--- config.mk ---
export PLATFORM = sky130hd
export DESIGN_NAME = pia_char_fifo
export DESIGN_NICKNAME = d
export VERILOG_FILES = /design/src/rtl/pia_pkg.sv /design/src/rtl/sync_edge_det.sv /design/src/rtl/pia_char_fifo.sv
export SDC_FILE = /design/constraint.sdc
export NUM_CORES = 1
export LEC_CHECK = 0
export BUFFER_PORTS_ARGS = -buffer_cell sky130_fd_sc_hd__buf_2
export CAP_MARGIN = 20
export CORE_MARGIN = 1
export CORE_UTILIZATION = 54
export CTS_CLUSTER_SIZE = 16
export DETAILED_ROUTE_END_ITERATION = 8
export GPL_TIMING_DRIVEN = 1
export PLACE_DENSITY = 0.74
export SLEW_MARGIN = 10
export SYNTH_ARGS = -nofsm -noshare
export SYNTH_HDL_FRONTEND = slang
export SYNTH_SLANG_ARGS = --single-unit
--- constraint.sdc ---
create_clock -name clk -period 2.7 [get_ports clk]
set_input_delay 0.54 -clock clk [delete_from_list [all_inputs] [get_ports clk]]
set_output_delay 0.54 -clock clk [all_outputs]
set_load 0.01 [all_outputs]
--- src/rtl/pia_pkg.sv ---
// pia_pkg: shared character constants, case-fold helper and pointer-width helper for the PIA character path
package pia_pkg;
  localparam logic [6:0] ASCII_LC_A  = 7'h61;
  localparam logic [6:0] ASCII_LC_Z  = 7'h7A;
  localparam logic [6:0] CASE_OFFSET = 7'h20;
  function automatic int ptr_w(input int depth);
    return $clog2(depth);
  endfunction
  function automatic logic [6:0] fold_upper(input logic [6:0] c);
    return (c >= ASCII_LC_A && c <= ASCII_LC_Z) ? c - CASE_OFFSET : c;
  endfunction
endpackage

--- src/rtl/sync_edge_det.sv ---
// sync_edge_det: STAGES-flop synchroniser for async_in, emits a one-cycle pulse per rising edge (clk, rst async high, async_in -> pulse)
module sync_edge_det #(
  parameter int STAGES = 2
) (
  input  logic clk,
  input  logic rst,
  input  logic async_in,
  output logic pulse
);
  logic [STAGES-1:0] s;
  logic h;
  always_ff @(posedge clk or posedge rst)
    if (rst) begin
      s <= '0;
      h <= 1'b0;
    end else begin
      s <= {s[STAGES-2:0], async_in};
      h <= s[STAGES-1];
    end
  assign pulse = s[STAGES-1] & ~h;
endmodule

--- src/rtl/pia_char_fifo.sv ---
// pia_char_fifo: CPU da/rd character capture into a DEPTH-entry show-ahead FIFO drained by dout/dout_valid/dout_ack, with rda, count, sticky overflow/clr_ovf and async reset clr
module pia_char_fifo
  import pia_pkg::*;
#(
  parameter int WIDTH       = 7,
  parameter int DEPTH       = 16,
  parameter int SYNC_STAGES = 2,
  parameter bit UPPER_FOLD  = 1
) (
  input  logic                     clk,
  input  logic                     clr,
  input  logic [WIDTH-1:0]         rd,
  input  logic                     da,
  output logic                     rda,
  output logic [WIDTH-1:0]         dout,
  output logic                     dout_valid,
  input  logic                     dout_ack,
  output logic [$clog2(DEPTH):0]   count,
  output logic                     overflow,
  input  logic                     clr_ovf
);
  localparam int AW = ptr_w(DEPTH);
  localparam logic [AW:0] FULL_CNT = (AW+1)'(DEPTH);
  logic [WIDTH-1:0] mem [DEPTH];
  logic [AW-1:0] wp, rp;
  logic [AW:0] cnt_nxt;
  logic push_req, full, pop, push_ok;
  logic [WIDTH-1:0] wdata;
  sync_edge_det #(.STAGES(SYNC_STAGES)) u_sync (
    .clk(clk),
    .rst(clr),
    .async_in(da),
    .pulse(push_req)
  );
  assign full       = count == FULL_CNT;
  assign dout_valid = count != '0;
  assign pop        = dout_ack & dout_valid;
  // a pop in the same cycle frees the slot a full FIFO needs for the push
  assign push_ok    = push_req & (~full | pop);
  assign cnt_nxt    = count + (AW+1)'(push_ok) - (AW+1)'(pop);
  assign dout       = mem[rp];
  always_comb begin
    wdata      = rd;
    wdata[6:0] = UPPER_FOLD ? fold_upper(rd[6:0]) : rd[6:0];
  end
  always_ff @(posedge clk)
    if (push_ok) mem[wp] <= wdata;
  always_ff @(posedge clk or posedge clr)
    if (clr) begin
      wp       <= '0;
      rp       <= '0;
      count    <= '0;
      rda      <= 1'b1;
      overflow <= 1'b0;
    end else begin
      wp       <= wp + AW'(push_ok);
      rp       <= rp + AW'(pop);
      count    <= cnt_nxt;
      rda      <= cnt_nxt != FULL_CNT;
      overflow <= (push_req & ~push_ok) | (overflow & ~clr_ovf);
    end
endmodule
-- Yosys cells after proc, flatten, opt, wreduce, memory -nomap -nowiden
Memory sizes are Yosys's and may differ from the RTL's.
Index checks and enable logic that the tools add are counted.
- register bits: 18
- bits in writable memories: 112
- bits of input ports: 12
- output and inout port bits: 15
- memories: 1
- add/subtract/negate cells: 5
- $lt $le $gt $ge: 2
- equal/unequal tests: 2
- mux-type cells: 3
- bitwise gates (word level): 11
- reduce and logical (&&, ||, !) cells: 2
- memories (memory ; depth ; bits a word ; rd ports ; clocked after Yosys merged registers in ; write ports ; RTL line ; RTL):
    mem ; 16 ; 7 ; 1 ; 0 ; 1 ; pia_char_fifo.sv:24 ; logic [WIDTH-1:0] mem [DEPTH];
- operators by type and width (operator ; count):
    4-bit by 1-bit adder with 4-bit output ; 2
    7-bit >= comparator (second input constant) ; 1
    7-bit <= comparator (second input constant) ; 1
    7-bit 2-to-1 mux ; 1
    7-bit by 6-bit subtractor with 7-bit output (second input constant) ; 1
    5-bit by 1-bit adder with 5-bit output ; 1
    1-bit bitwise AND ; 5
    5-bit equality test (second input constant) ; 1
    5-bit inequality test (second input constant) ; 1
    5-bit nonzero test ; 1
    5-bit by 1-bit subtractor with 5-bit output ; 1
    1-bit NOT ; 4
    1-bit 2-to-1 mux ; 2
    1-bit OR ; 2
    1-bit logical AND ; 1

-- Depth between registers and ports, before layout
- word-level depth: 7
- gate-level depth with buffers: 13

-- Cells and area by module
From an unflattened synthesis, not the netlist that was laid out.
- cell total of the unflattened synthesis: 285
- area, all modules: 5325.1 µm²
- by module, submodules not included (module ; instances ; cells each ; area an instance (µm²) ; sequential area each (µm²)):
    pia_char_fifo ; 1 ; 280 ; 5232.5 ; 3739.8
    sync_edge_det ; 1 ; 5 ; 92.6 ; 75.1

-- Worst setup path after synthesis
OpenSTA, ideal clock, no wires.
- path type: register -> register
- start: register count[3]
- end: register rda
- arrival: 2967 ps
- slack: -361 ps
- cell stages (with the launch flop): 13
- path buffers: 0
- path through: dfrtp_1 > inv_1 > ha_1 > or4b_1 > and2_1 > o21ai_0 > ha_1 > inv_1 > fa_1 > nand2b_1 > a21oi_1 > nor3_1 > or4_1
- word-level cells in the longest chain between the ends: 7
- ends and longest elaborated chain (item ; RTL line ; RTL):
    from (decl) ; pia_char_fifo.sv:18 ; output logic [$clog2(DEPTH):0] count,
    from (signal assigned) ; pia_char_fifo.sv:58 ; count <= cnt_nxt;
    5-bit nonzero test (*) ; pia_char_fifo.sv:36 ; assign dout_valid = count != '0;
    via dout_valid ; pia_char_fifo.sv:16 ; output logic dout_valid,
    1-bit bitwise AND (*) ; pia_char_fifo.sv:37 ; assign pop = dout_ack & dout_valid;
    1-bit OR ; pia_char_fifo.sv:39 ; assign push_ok = push_req & (~full | pop);
    1-bit bitwise AND ; pia_char_fifo.sv:39 ;
    5-bit by 1-bit adder with 5-bit output ; pia_char_fifo.sv:40 ; assign cnt_nxt = count + (AW+1)'(push_ok) - (AW+1)'(pop);
    5-bit by 1-bit subtractor with 5-bit output (*) ; pia_char_fifo.sv:40 ;
    5-bit inequality test (*) ; pia_char_fifo.sv:59 ; rda <= cnt_nxt != FULL_CNT;
    to (signal assigned) ; pia_char_fifo.sv:53 ; rda <= 1'b1;
    to (signal assigned) ; pia_char_fifo.sv:59 ;
    to (decl) ; pia_char_fifo.sv:14 ; output logic rda,
Mark *: on every way through the listed nets, which the timed path passes. The rest lies on a longest branch.

-- Final worst setup path
- start: register count[2]
- end: register rda
- word-level cells in the longest chain between the ends: 7
- ends and longest elaborated chain (item ; RTL line ; RTL):
    5-bit nonzero test or 5-bit equality test (tied branches) ; pia_char_fifo.sv:36, pia_char_fifo.sv:35 ;
    1-bit bitwise AND or 1-bit NOT (tied branches) ; pia_char_fifo.sv:37, pia_char_fifo.sv:39 ;
    1-bit OR ; pia_char_fifo.sv:39 ;
    1-bit bitwise AND ; pia_char_fifo.sv:39 ;
    5-bit by 1-bit adder with 5-bit output ; pia_char_fifo.sv:40 ;
    5-bit by 1-bit subtractor with 5-bit output (*) ; pia_char_fifo.sv:40 ;
    via cnt_nxt[1] ; pia_char_fifo.sv:26 ; logic [AW:0] cnt_nxt;
    5-bit inequality test (*) ; pia_char_fifo.sv:59 ;
Marked as above.

==> summary.md <==
| Metric | Value |
|---|---|
| Status | `complete, but fails checks` |
| Violated checks | `negative setup slack` |
| Startpoint Class | `register` |
| LEAKAGE | `2.446 nW` |
| DRT Pass-1 Iters | `4` |
| GRT Total Usage | `23.81%` |
| Clock edge transition at the registers on the reported setup and hold paths | `60 ps` |
| Max Slew Vio Count | `0` |
| CP max stage cell | `fa_2` |
| Sequential share of the synthesized area | `71.77%` |
| Routability congestion estimate | `0.7817` |
| Top delay family on crit path | `simple AND/OR/NAND/NOR gates` |
| Synth Area in XOR/XNOR | `1.318%` |
| Largest family of logic cells by synthesized area | `multiplexers` |
| CTS Buf Count | `17` |
| Post-synth top cells | `edfxtp_1, mux4_2, dfrtp_1, inv_1, nor2_1` |
| Root Buffer | `clkbuf_8` |
| Worst Hold Class | `in2async` |
| Seq pwr share | `35.2%` |
| Primary FF master, synth | `edfxtp_1` |
| CTS Hold Buffers Added | `0` |
| Synth top area share | `63.28%` |
| Mean Syn Cell Area | `18.78 um2` |
| Ant diodes | `0` |
| P&R area growth vs syn | `26.98%` |
| H-tree depth | `4` |
| Cells after DPL | `468` |
| # DRC | `0` |
| Clk_skew | `10.03 ps` |
| Clock Latency Late Sink | `530 ps` |
| First-pass GRT wire length | `16700 um` |
| Die area | `10240 um2` |
| Top-count cell post-synth | `edfxtp_1` |
| RSZ-0062 raised after global routing | `true` |
| Initial antenna violation count | `0` |
| Largest area contributor in the netlist | `edfxtp_1` |
| Asr flop ratio synth | `13.85%` |
| WP data arrival | `3410 ps` |
| Max IR drop VDD | `0.7498 mV` |
| Global route overflow | `0` |
| CP Cell Sequence | `inv_2 -> ha_4 -> or4b_4 -> and2_4 -> o21ai_2 -> ha_2 -> inv_2 -> fa_2 -> inv_2 -> or3_1 -> or4_1` |
| Layout cell share with drive strength beyond 1 | `45.65%` |
| Synth Area in Simple Gates | `5.014%` |
| Core Box Area | `9371 um2` |
| P_sw | `2.327 mW` |
| Fin crit share | `110.0%` |
| WL final | `11300 um` |
| Largest cells by area after synthesis | `edfxtp_1, mux4_2, dfrtp_1` |
| Final ANT Viol Nets | `0` |
| DIE HEIGHT | `101.2 um` |
| P_int | `5.240 mW` |
| CP Capture Type | `register` |
| Setup TNS | `-1050 ps` |
| Via count | `2961` |
| I/O pins | `27` |
| Worst reg2reg path depth | `11` |
| Rows | `35` |
| Post-synthesis register bit count | `130` |
| NumNets Final | `389` |
| Final Hold Fails | `0` |
| Max-cap viol count | `0` |
| Wire length per cell | `22.25 um` |
| Worst path required time | `3140 ps` |
| Cell Count, Final, Fillers Out | `508` |
| Clock power frac | `30.6%` |
| Detailed placement HPWL | `6877 um` |
| Post-synth EDFFs | `112` |
| Peak Freq | `336.7 MHz` |
| Initial DRC count | `210` |
| Vias per inst | `5.829` |
| Setup Viol. Count Final | `8` |
| Initial Util | `56.72%` |
| Maximum root-to-sink buffer count | `2` |
| Final hold slack | `108.2 ps` |
| Synth warnings | `0` |
| Mapped cell area | `5315 um2` |
| Synth Net Count | `306` |
| Vias in the first global route | `3030` |
| Largest net degree at the start of global routing | `19` |
| Die Width | `101.2 um` |
| PD cells | `1121 nW/um2` |
| CP peak stage delay | `520 ps` |
| Setup CP Type | `reg2reg` |
| Total clock sinks | `130` |
| Crit-path max FO | `3` |
| CP bufs+invs | `3` |
| Final setup margin | `-270.2 ps` |
| Mapped Cells | `283` |
| Multiplexer share of the synthesized area | `13.56%` |
| Slew margin rel. | `35.85%` |
| Switching Share | `30.75%` |
| Synth Area in Adders | `2.731%` |
| Logic pwr share | `34.3%` |
| Slew @ Worst Pin | `962.2 ps` |
| Yosys cell types | `42` |
| I/O Buffers | `26` |
| Tot Pwr | `7.567 mW` |
| Compound-Gate Fraction of Synth Area | `3.555%` |
| Logic depth of the worst path, buffers included | `11` |
| Most frequent CP cell | `inv_2` |
| CTS tree | `done` |
| Post-layout min period | `2970 ps` |
through the flow:
stage	utilization [%]	setup WS (ps)	instance area, um2
after floorplan	-	-217.6	5331
after global placement	62.79	-182.2	5884
after detailed placement	62.79	-263.3	5884
after CTS	70.88	-265.1	6643
after global routing	72.02	-381.2	6749
final	72.02	-270.2	6749
kinds of logic (layout without fill, tap and decap cells):
group | count (synthesis) | in the layout
flip-flops | 130 | 130
AO/OA/AOI/OAI | 26 | 26
buffers and inverters | 24 | 120
AND/OR/NAND/NOR | 48 | 48
adder cells (fa/ha/maj) | 11 | 11
multiplexers | 36 | 36
XOR/XNOR | 8 | 8
power groups by stage:
stage	sequential, mW	clock [mW]	combinational (mW)
after CTS	2.65	2.32	2.36
after global placement	2.68	0	1.96
after global routing	2.68	2.41	2.77
after detailed placement	2.69	0	2.00
final	2.66	2.31	2.59
after floorplan	2.56	0	1.40
cell type report:
| cell class | instances | area (um2) |
|---|---|---|
| clock inverters | 9 | 90.09 |
| well taps | 129 | 161.4 |
| flip-flops and latches | 130 | 3821 |
| repair buffers | 75 | 584.3 |
| inverters | 13 | 48.80 |
| multi-input cells | 129 | 1513 |
| clock buffers | 23 | 530.5 |
| fillers | 570 | 2623 |
flip-flops by register name, indices dropped and copies added (netlist names):
signal    cells
mem         112
u_sync.h      1
overflow      1
rp            4
u_sync.s      2
count         5
wp            4
rda           1
worst paths after layout:
| path | start | end | slack (ps) |
|---|---|---|---|
| setup / recovery | count[2] | rda | -270 |
| hold / removal | clr | u_sync.s[1] | 110 |
| setup reg to reg | count[2] | rda | -270 |
| hold reg to reg | u_sync.s[0] | u_sync.s[1] | 360 |
| max in group asynchronous | clr | rp[0] | 2070 |
| min in group clk | da | u_sync.s[0] | 110 |
layer usage:
layer	vias to the layer above	global-route usage (%)	share of wire (%)
met5	-	0	0
met4	0	11.93	2.4
met3	24	5.866	6.8
met2	120	38.51	51
met1	1528	30.46	40
li1	1289	-	-
layout by cell type, fill, tap and decap left out, types with 8 or more instances in the layout:
master,count
inv_1,9
clkbuf_16,20
buf_2,26
edfxtp_1,112
buf_4,40
ha_1,8
mux4_2,26
dfrtp_1,14
nor2_1,12
timing repair:
action | CTS | global route
endpoints found under the setup margin | 9 | 9
cloned | 0 | 1
buffers inserted | 4 | 2
pin swaps | 6 | 9
gates resized for setup | 29 | 18
(Power assumes the default switching activity.)
